--- src/rtl/pbit_pkg.sv ---
// -----------------------------------------------------------------------------
// pbit_pkg
// Shared definitions for the P-bit network blocks (readout and clamp callers).
//   NUM_PBITS_DEFAULT / NUM_OUT_DEFAULT : default network and output widths
//   readout_state_t                     : readout FSM state encoding
//   out_index()                         : state-vector index of output bit i
//   near_tie()                          : low-confidence test for one bit
// -----------------------------------------------------------------------------
package pbit_pkg;

  localparam int NUM_PBITS_DEFAULT = 53;
  localparam int NUM_OUT_DEFAULT   = 8;

  typedef enum logic [1:0] {
    IDLE   = 2'd0,
    SETTLE = 2'd1,
    ACCUM  = 2'd2,
    DONE   = 2'd3
  } readout_state_t;

  // Output P-bits occupy the top num_out indices of the state vector.
  function automatic int out_index(input int i,
                                   input int num_pbits = NUM_PBITS_DEFAULT,
                                   input int num_out   = NUM_OUT_DEFAULT);
    return num_pbits - num_out + i;
  endfunction

  // True when |2*ones - num_samples| < num_samples/8, i.e. the vote was close.
  function automatic logic near_tie(input int ones, input int num_samples);
    int dev;
    dev = 2 * ones - num_samples;
    return (dev < 0) ? ((-dev) < (num_samples / 8)) : (dev < (num_samples / 8));
  endfunction

endpackage

--- src/rtl/pbit_readout_if.sv ---
// -----------------------------------------------------------------------------
// pbit_readout_if
// Result handshake between the P-bit readout and the controller/UART path.
//   result       : majority-voted output word, index 0..NUM_OUT-1
//   result_valid : result available (producer -> consumer)
//   result_ready : consumer accepts result (consumer -> producer)
//   low_conf     : some bit voted close to a tie (only with
//                  PBIT_READOUT_CONFIDENCE_EN defined)
// Modports: master = readout side, slave = consumer side.
// -----------------------------------------------------------------------------
interface pbit_readout_if
  import pbit_pkg::*;
#(
  parameter int NUM_OUT = NUM_OUT_DEFAULT
) ();

  logic [0:NUM_OUT-1] result;
  logic               result_valid;
  logic               result_ready;

`ifdef PBIT_READOUT_CONFIDENCE_EN
  logic               low_conf;

  modport master (output result, output result_valid, output low_conf,
                  input  result_ready);
  modport slave  (input  result, input  result_valid, input  low_conf,
                  output result_ready);
`else
  modport master (output result, output result_valid,
                  input  result_ready);
  modport slave  (input  result, input  result_valid,
                  output result_ready);
`endif

endinterface

--- src/rtl/pbit_ones_counter.sv ---
// -----------------------------------------------------------------------------
// pbit_ones_counter
// Per-bit ones counter: synchronous clear has priority over the count enable.
//   clk, rst : clock, asynchronous active-high reset
//   clr_i    : clear counter to zero
//   en_i     : increment by one
//   cnt_o    : registered count
// -----------------------------------------------------------------------------
module pbit_ones_counter #(
  parameter int W = 9
) (
  input  logic         clk,
  input  logic         rst,
  input  logic         clr_i,
  input  logic         en_i,
  output logic [W-1:0] cnt_o
);

  logic [W-1:0] cnt_q;
  logic [W-1:0] cnt_d;

  // Next count: clear, increment or hold.
  always_comb begin
    cnt_d = cnt_q;
    if (clr_i) begin
      cnt_d = '0;
    end else if (en_i) begin
      cnt_d = cnt_q + W'(1'b1);
    end else begin
      cnt_d = cnt_q;
    end
  end

  // Count register.
  always_ff @(posedge clk or posedge rst) begin
    if (rst) begin
      cnt_q <= '0;
    end else begin
      cnt_q <= cnt_d;
    end
  end

  assign cnt_o = cnt_q;

endmodule

--- src/rtl/pbit_readout.sv ---
// -----------------------------------------------------------------------------
// pbit_readout
// Time-averages the output P-bits over NUM_SAMPLES sample strobes (after
// SETTLE_SAMPLES discarded burn-in strobes) and returns a strict-majority
// vote per bit over a valid/ready handshake.
//   clk, rst    : clock, asynchronous active-high reset
//   start_i     : single-cycle readout request (honoured in IDLE only)
//   sample_en_i : P-bit states valid this cycle
//   m_i         : live P-bit state vector, index 0..NUM_PBITS-1
//   busy_o      : high while settling or accumulating
//   res_if      : result / result_valid / result_ready (+ low_conf)
// Optional feature macro: PBIT_READOUT_CONFIDENCE_EN adds res_if.low_conf.
// -----------------------------------------------------------------------------
module pbit_readout
  import pbit_pkg::*;
#(
  parameter int NUM_PBITS      = NUM_PBITS_DEFAULT,
  parameter int NUM_OUT        = NUM_OUT_DEFAULT,
  parameter int NUM_SAMPLES    = 256,
  parameter int SETTLE_SAMPLES = 16
) (
  input  logic                 clk,
  input  logic                 rst,
  input  logic                 start_i,
  input  logic                 sample_en_i,
  input  logic [0:NUM_PBITS-1] m_i,
  output logic                 busy_o,
  pbit_readout_if.master       res_if
);

  localparam int CW = $clog2(NUM_SAMPLES + 1);
  localparam int SW = (SETTLE_SAMPLES > 0) ? $clog2(SETTLE_SAMPLES + 1) : 1;

  localparam logic [CW-1:0] LAST_SAMPLE = CW'(NUM_SAMPLES - 1);
  localparam logic [SW-1:0] LAST_SETTLE = (SETTLE_SAMPLES > 0) ? SW'(SETTLE_SAMPLES - 1) : '0;
  localparam logic [CW:0]   HALF        = (CW + 1)'(NUM_SAMPLES / 2);

  localparam logic [1:0] ST_IDLE   = IDLE;
  localparam logic [1:0] ST_SETTLE = SETTLE;
  localparam logic [1:0] ST_ACCUM  = ACCUM;
  localparam logic [1:0] ST_DONE   = DONE;
  localparam logic [1:0] ST_FIRST  = (SETTLE_SAMPLES > 0) ? ST_SETTLE : ST_ACCUM;

  logic [1:0]         state_q, state_d;
  logic [SW-1:0]      settle_cnt_q, settle_cnt_d;
  logic [CW-1:0]      sample_cnt_q, sample_cnt_d;
  logic [0:NUM_OUT-1] result_q, result_d;
  logic               valid_q, valid_d;
  logic               busy_q, busy_d;
  logic               cnt_clr;
  logic               cnt_en;
  logic [0:NUM_OUT-1] out_bits;
  logic [0:NUM_OUT-1] vote;
`ifdef PBIT_READOUT_CONFIDENCE_EN
  logic               low_conf_q, low_conf_d;
  logic [0:NUM_OUT-1] near;
`endif

  // The vote is taken on the edge that accumulates the last strobe, so it
  // uses each counter's value including that strobe (count + current bit).
  for (genvar g = 0; g < NUM_OUT; g++) begin : g_bit
    localparam int IDX = out_index(g, NUM_PBITS, NUM_OUT);
    logic [CW-1:0] ones_cnt;
    logic [CW:0]   final_cnt;

    assign out_bits[g] = m_i[IDX];

    pbit_ones_counter #(.W(CW)) u_cnt (
      .clk   (clk),
      .rst   (rst),
      .clr_i (cnt_clr),
      .en_i  (cnt_en & out_bits[g]),
      .cnt_o (ones_cnt)
    );

    assign final_cnt = {1'b0, ones_cnt} + {{CW{1'b0}}, out_bits[g]};
    assign vote[g]   = (final_cnt > HALF);
`ifdef PBIT_READOUT_CONFIDENCE_EN
    assign near[g]   = near_tie(int'(final_cnt), NUM_SAMPLES);
`endif
  end

  // Readout FSM: settle, accumulate, then hold the result until accepted.
  always_comb begin
    state_d      = state_q;
    settle_cnt_d = settle_cnt_q;
    sample_cnt_d = sample_cnt_q;
    result_d     = result_q;
    valid_d      = valid_q;
    cnt_clr      = 1'b0;
    cnt_en       = 1'b0;
`ifdef PBIT_READOUT_CONFIDENCE_EN
    low_conf_d   = low_conf_q;
`endif
    case (state_q)
      ST_IDLE: begin
        if (start_i) begin
          cnt_clr      = 1'b1;
          sample_cnt_d = '0;
          settle_cnt_d = '0;
          state_d      = ST_FIRST;
        end else begin
          state_d = ST_IDLE;
        end
      end
      ST_SETTLE: begin
        // The strobe that completes burn-in is discarded, not accumulated.
        if (sample_en_i) begin
          if (settle_cnt_q == LAST_SETTLE) begin
            settle_cnt_d = '0;
            state_d      = ST_ACCUM;
          end else begin
            settle_cnt_d = settle_cnt_q + SW'(1'b1);
          end
        end else begin
          state_d = ST_SETTLE;
        end
      end
      ST_ACCUM: begin
        if (sample_en_i) begin
          cnt_en       = 1'b1;
          sample_cnt_d = sample_cnt_q + CW'(1'b1);
          if (sample_cnt_q == LAST_SAMPLE) begin
            state_d  = ST_DONE;
            result_d = vote;
            valid_d  = 1'b1;
`ifdef PBIT_READOUT_CONFIDENCE_EN
            low_conf_d = |near;
`endif
          end else begin
            state_d = ST_ACCUM;
          end
        end else begin
          state_d = ST_ACCUM;
        end
      end
      ST_DONE: begin
        // start is deliberately not looked at here, even on the accept cycle.
        if (valid_q && res_if.result_ready) begin
          state_d = ST_IDLE;
          valid_d = 1'b0;
`ifdef PBIT_READOUT_CONFIDENCE_EN
          low_conf_d = 1'b0;
`endif
        end else begin
          state_d = ST_DONE;
        end
      end
      default: begin
        state_d = ST_IDLE;
        valid_d = 1'b0;
      end
    endcase
    busy_d = (state_d == ST_SETTLE) || (state_d == ST_ACCUM);
  end

  // State, counters and registered outputs.
  always_ff @(posedge clk or posedge rst) begin
    if (rst) begin
      state_q      <= ST_IDLE;
      settle_cnt_q <= '0;
      sample_cnt_q <= '0;
      result_q     <= '0;
      valid_q      <= 1'b0;
      busy_q       <= 1'b0;
`ifdef PBIT_READOUT_CONFIDENCE_EN
      low_conf_q   <= 1'b0;
`endif
    end else begin
      state_q      <= state_d;
      settle_cnt_q <= settle_cnt_d;
      sample_cnt_q <= sample_cnt_d;
      result_q     <= result_d;
      valid_q      <= valid_d;
      busy_q       <= busy_d;
`ifdef PBIT_READOUT_CONFIDENCE_EN
      low_conf_q   <= low_conf_d;
`endif
    end
  end

  assign busy_o              = busy_q;
  assign res_if.result       = result_q;
  assign res_if.result_valid = valid_q;
`ifdef PBIT_READOUT_CONFIDENCE_EN
  assign res_if.low_conf     = low_conf_q;
`endif

endmodule

--- src/flat_wrapper.sv ---
// flat-port wrapper written by rule: the top's interface ports become plain ports
module pbit_readout_flat import pbit_pkg::*;
#(
  parameter int NUM_PBITS      = NUM_PBITS_DEFAULT,
  parameter int NUM_OUT        = NUM_OUT_DEFAULT,
  parameter int NUM_SAMPLES    = 256,
  parameter int SETTLE_SAMPLES = 16
)
  (clk, rst, start_i, sample_en_i, m_i, busy_o, res_if_result, res_if_result_valid, res_if_result_ready);
  pbit_readout_if #(.NUM_OUT(NUM_OUT)) res_if_i ();
  input  logic clk;
  input  logic rst;
  input  logic start_i;
  input  logic sample_en_i;
  input  logic [0:NUM_PBITS-1] m_i;
  output logic busy_o;
  output wire logic [$bits(res_if_i.result)-1:0] res_if_result;
  output wire logic [$bits(res_if_i.result_valid)-1:0] res_if_result_valid;
  input wire logic [$bits(res_if_i.result_ready)-1:0] res_if_result_ready;
  assign res_if_result = res_if_i.result;
  assign res_if_result_valid = res_if_i.result_valid;
  assign res_if_i.result_ready = res_if_result_ready;
  pbit_readout #(.NUM_PBITS(NUM_PBITS), .NUM_OUT(NUM_OUT), .NUM_SAMPLES(NUM_SAMPLES), .SETTLE_SAMPLES(SETTLE_SAMPLES)) u_core (.clk(clk), .rst(rst), .start_i(start_i), .sample_en_i(sample_en_i), .m_i(m_i), .busy_o(busy_o), .res_if(res_if_i));
endmodule
--- config.mk ---
export PLATFORM = sky130hd
export DESIGN_NAME = pbit_readout_flat
export DESIGN_NICKNAME = d
export VERILOG_FILES = /design/src/rtl/pbit_pkg.sv /design/src/rtl/pbit_readout_if.sv /design/src/rtl/pbit_ones_counter.sv /design/src/rtl/pbit_readout.sv /design/src/flat_wrapper.sv
export SDC_FILE = /design/constraint.sdc
export NUM_CORES = 1
export LEC_CHECK = 0
export CELL_PAD_IN_SITES_DETAIL_PLACEMENT = 1
export CELL_PAD_IN_SITES_GLOBAL_PLACEMENT = 1
export CORE_ASPECT_RATIO = 2
export CORE_UTILIZATION = 40
export CTS_BUF_LIST = sky130_fd_sc_hd__clkbuf_8 sky130_fd_sc_hd__clkbuf_16
export CTS_CLUSTER_DIAMETER = 60
export DETAILED_ROUTE_END_ITERATION = 6
export PLACE_DENSITY_LB_ADDON = 0.1
export SKIP_CTS_REPAIR_TIMING = 1
export SLEW_MARGIN = 20
export SYNTH_ARGS = -nofsm -noshare
export SYNTH_HDL_FRONTEND = slang
export SYNTH_SLANG_ARGS = --single-unit
--- constraint.sdc ---
create_clock -name clk -period 5.2 [get_ports clk]
set_clock_uncertainty 0.05 [all_clocks]
set_input_delay 0.78 -clock clk [delete_from_list [all_inputs] [get_ports clk]]
set_output_delay 0.78 -clock clk [all_outputs]
set_load 0.01 [all_outputs]
After elaboration in Yosys (flattened, before gate mapping)

Cells that the tools add are included.

Register bits after elaboration: 98
Output and inout port bits: 10
Logic and storage cells: 116

Add/subtract/negate cells: 18
Order comparisons: 8
Eq/ne operators: 12
Mux-type cells: 38
Bitwise operators: 8
Reductions and logical operators: 18

Operator list:

| cell                                                  | count |
|---|---|
| 2-to-1 mux 9 bit                                      | 18 |
| adder 9 x 1 -> 9 bit, second input constant           | 9 |
| adder 9 x 1 -> 10 bit                                 | 8 |
| > comparator 10 x 8 -> 1 bit, second input constant   | 8 |
| nonzero test 2 bit                                    | 11 |
| one-hot mux 9 bit (2 select lines)                    | 1 |
| 2-to-1 mux 5 bit                                      | 3 |
| 2-to-1 mux 1 bit                                      | 10 |
| one-hot mux 5 bit (2 select lines)                    | 1 |
| == test 9 x 8 -> 1 bit, second input constant         | 1 |
| AND reduction 3 bit                                   | 3 |
| AND 1 bit                                             | 8 |
| one-hot mux 2 bit (4 select lines)                    | 1 |
| == test 2 bit, second input constant                  | 3 |
| 2-to-1 mux 2 bit                                      | 3 |
| inequality test 2 bit, second input constant          | 3 |
| adder 5 x 1 -> 5 bit, second input constant           | 1 |
| == test 5 x 4 -> 1 bit, second input constant         | 1 |
| == test 2 x 1 -> 1 bit, second input constant         | 2 |
| inequality test 2 x 1 -> 1 bit, second input constant | 2 |
| AND reduction 4 bit                                   | 1 |
| logical NOT 2 bit                                     | 1 |
| one-hot mux 1 bit (2 select lines)                    | 1 |
| logical AND 1 bit                                     | 1 |
| logical OR 1 bit                                      | 1 |

Longest topological paths before layout

Word-level depth: 6
Mapped depth: 8

Hierarchy

Synthesis repeated with hierarchy kept, for this count alone.

Cell total of the unflattened synthesis: 588
Area, all modules: 5650.4 um^2

Modules (own cells, without submodules):

| module            | instances | cells each | area an instance (um^2) | sequential area each (um^2) |
|---|---|---|---|---|
| pbit_ones_counter | 8         | 44         | 449.2                   | 225.2 |
| pbit_readout      | 1         | 236        | 2057.0                  | 650.6 |

Worst setup path after synthesis

OpenSTA, ideal clock, no wires.

Kind: input-to-reg
From: input m_i[52] (netlist name)
To: register u_core.result_q, in the netlist u_core.res_if.result[7]
Setup time: 129 ps
Arrival time: 2086 ps
Data required time: 5021 ps
Setup slack: 2935 ps
Cell stages on the path: 7
Buffers on the path: 0
Cell sequence: ha_1 -> ha_1 -> or4_1 -> nor2_1 -> o22ai_1 -> o211ai_1 -> nand3_1

Word-level cells in the longest chain between the ends: 2

Ends and longest elaborated chain:

| item                         | RTL line            | source |
|---|---|---|
| start: declaration           | flat_wrapper.sv:15  | `input logic [0:NUM_PBITS-1] m_i;` |
| adder 9 x 1 -> 10 bit        | pbit_readout.sv:76  | `assign final_cnt = {1'b0, ones_cnt} + {{CW{1'b0}}, out_bits[g]};` |
| > comparator 10 x 8 -> 1 bit | pbit_readout.sv:77  | `assign vote[g] = (final_cnt > HALF);` |
| end signal: assignment       | pbit_readout.sv:173 | `result_q <= result_d;` |
| end: declaration             | pbit_readout.sv:47  | `logic [0:NUM_OUT-1] result_q, result_d;` |

No other way between the ends.
A chain may end at the register's enable or synchronous reset.

Worst setup path after layout

From: input sample_en_i
To: register u_core.g_bit[6].u_cnt.cnt_q[8]

Word-level cells in the longest chain between the ends: 4

Ends and longest elaborated chain:

| item                                | RTL line                | source |
|---|---|---|
| start: declaration                  | flat_wrapper.sv:14      | `input logic sample_en_i;` |
| 2-to-1 mux 1 bit                    | pbit_readout.sv:120     | `if (sample_en_i) begin` |
| 2-to-1 mux 1 bit                    | pbit_readout.sv:95      | `case (state_q)` |
| AND 1 bit                           | pbit_readout.sv:72      | `.en_i (cnt_en & out_bits[g]),` |
| nonzero test 2 bit (no source line) | -                       |  |
| end signal: assignment              | pbit_ones_counter.sv:39 | `cnt_q <= cnt_d;` |
| end: declaration                    | pbit_ones_counter.sv:19 | `logic [W-1:0] cnt_q;` |

No other way between the ends.

==> run metrics <==
Synth Cell Area=roughly 5900 um^2; Post-DP Area=6178 um^2; reg2reg path depth=5; cell with the most instances after synthesis=dfrtp_1; max-slew violations=0; grt peak-use layer=met2; Fmax=0.3151 GHz; Worst-Margin Slew=969.0 ps; core area=14350 um^2; worst setup path endpoint=u_core.g_bit[6].u_cnt.cnt_o[8]; WP data arrival=around 3400 ps; Buf/Inv on CP=2; Worst EP required=5420 ps; wire per inst=17.30 um; Site Rows=62; Fin. Hold Viols=0; initial antenna violation count=0; critical path class=input pin to register; Synth top area share=0.4192; Util after Layout=0.4525; Synth top cells by count=dfrtp_1 (98), nor2_1 (72), nand2_1 (64); fraction of registers with async set/reset=1.000; Ports=68; Root Buffer=clkbuf_16; Lkg Pwr=2.879 nW; Post-synth EDFFs=0; slowest cell delay on critical path=820 ps; post-route cell area=6494 um^2; startpoint class of the critical path=input pin; die area=15140 um^2; GR Overflow Total=0; fin cells=approximately 840; maxcap violations=0; Tot GR Track Use=0.2100; DRC viols=0; DR vias=about 4.7k; Yosys cell types=60; critical path capture point type=register; Pre-antenna DRT Iters=4; yosys warns=0; vias in the first global route=5099; Post-Syn Nets=726; GRT met2 Usage=0.4004; Worst slew margin=0.3524; Reg clk slew, reported paths=70 ps; Crit. path cell count=6; PD cells=296.2 nW/um^2; FF-to-FF End=u_core.g_bit[0].u_cnt.cnt_o[6]; Initial Utilization=0.4077; Fin Setup TNS=0 ps; Tot Pwr=1.923 mW; fin crit period=about 3200 ps; CTS Buf Count=9; CTS tree=done; area grow syn2layout=10.99%; pin count of the biggest net entering global routing=between 60 and 70; gpl congestion=0.8057; IO Port Bufs=22; final setup violation count=0; Peak VDD IR=between 0.15 and 0.2 mV; Routed Antenna Nets=0; Die Span Y=173.0 um; clock latency at the later pin of the worst-skew pair=350 ps; class of the worst hold path=register to register; crit share post-route=0.6103; R2R Path Start=u_core.state_q[1]; routed wire length=14610 um; Critical Path Slowest Stage Cell=clkdlybuf4s50_1; Critical Path, Cell by Cell=clkdlybuf4s50_1 > and3b_1 > buf_4 > nand4_1 > or3_1 > a21oi_1; post-DP HPWL=10470 um; status=finished clean; DR iter-0 viols=136; Vias/cell=5.604; Longest Clk Path Bufs=2; Die Span X=87.52 um; worst-path maximum fanout=16; met3 usage in global routing=0.02959; Post-layout nets=732; met1 Usage GRT=0.2331; Yosys reg bits=98; unrepaired setup endpoints after global routing=no; layout cells sized above 1=0.06748; ANT cells=0; mean post-synth cell area=roughly 9.1 um^2; Clock Sinks=between 90 and 100; Cells after Synth=roughly 640; Worst Setup SP=sample_en_i; Yosys top cell by area=dfrtp_1; Register-to-Register Setup Slack=2510 ps; CP top delay family=simple AND/OR/NAND/NOR gates; H-tree levels=3; Synth Flop Type=dfrtp_1; Seq/Total Area, Yosys=0.4192; global-route wire length before repair=~25000 um; placed cells=828; Synth area leaders=dfrtp_1 (42%), xor2_1 (7.6%), ha_1 (5.8%), nor2_1 (4.6%), nand3_1 (4.4%)
## per-stage QoR
step                      setup slack, ps  hold slack [ps]
final                                2027            438.7
after global routing                 1843            470.7
after CTS                            1967            445.5
after detailed placement             1607            428.8
after global placement               1669            419.8
after floorplan                      1808            422.9
## power by group
group / internal, mW / switching [mW]
Combinational: 0.124 / 0.220
Clock: 0.401 / 0.303
Sequential: 0.809 / 0.0663
## cell type report
cell class	count	area [um^2]
clock buffer	11	252.7
clock inverter	5	62.56
fill	1668	7858
inverter	13	51.30
multi-input combinational	498	3177
sequential	98	2452
tap	192	240.2
timing repair buffer	27	257.7
## worst min path at each step
stage,from,endpoint,slack (ps),depth (start not counted)
floorplan,u_core.sample_cnt_q[8],u_core.sample_cnt_q[8],420,1
CTS,u_core.res_if.result[4],u_core.res_if.result[4],450,2
detailed placement,u_core.res_if.result[4],u_core.res_if.result[4],430,2
global placement,u_core.res_if.result[4],u_core.res_if.result[4],420,2
finish,u_core.res_if.result[4],u_core.res_if.result[4],440,2
global route,u_core.res_if.result[1],u_core.res_if.result[1],470,2
## flip-flops by register name, indices dropped and copies added (netlist names)
signal and flops:
u_core.busy_o 1, u_core.sample_cnt_q 9, u_core.res_if.result 8, u_core.res_if.result_valid 1, u_core.state_q 2, u_core.g_bit.u_cnt.cnt_o 72, u_core.settle_cnt_q 5
## logic make-up (layout without fill, tap and decap cells)
logic type	Yosys count	after routing	share of synthesized area
AOI/OAI and AO/OA	106	106	0.1238
xor gates and xnor gates	64	64	0.09581
adders and majority gates	27	27	0.05774
buffers and inverters	45	56	0.03785
DFF	98	98	0.4192
muxes	9	9	0.01625
and+or+nand+nor	292	292	0.2494
## worst min-delay path: stages, from the launching register on
cell     delay (ps)
dfrtp_1         350
nand2_1          50
o21ai_0          60
## layout by cell type (no fill, tap or decap), types with 6 or more instances in the layout
master,n
inv_1,12
xnor2_1,13
a31oi_1,6
nand3_1,52
clkdlybuf4s50_1,22
xor2_1,51
nand4_1,26
a21oi_1,29
dfrtp_1,98
and3_1,10
nor2b_1,7
nand2_1,64
clkbuf_16,9
o211ai_1,7
nor3_1,9
nor4_1,6
nor2_1,72
o21ai_0,30
or3_1,16
ha_1,27
## per-layer routing
| layer | vias up | share of wire |
|---|---|---|
| li1 | 2280 | - |
| met1 | 2406 | 0.39 |
| met2 | 31 | 0.58 |
| met3 | 13 | 0.012 |
| met4 | 0 | 0.014 |
| met5 | - | 0 |
Power figures use the tool's default switching activity.
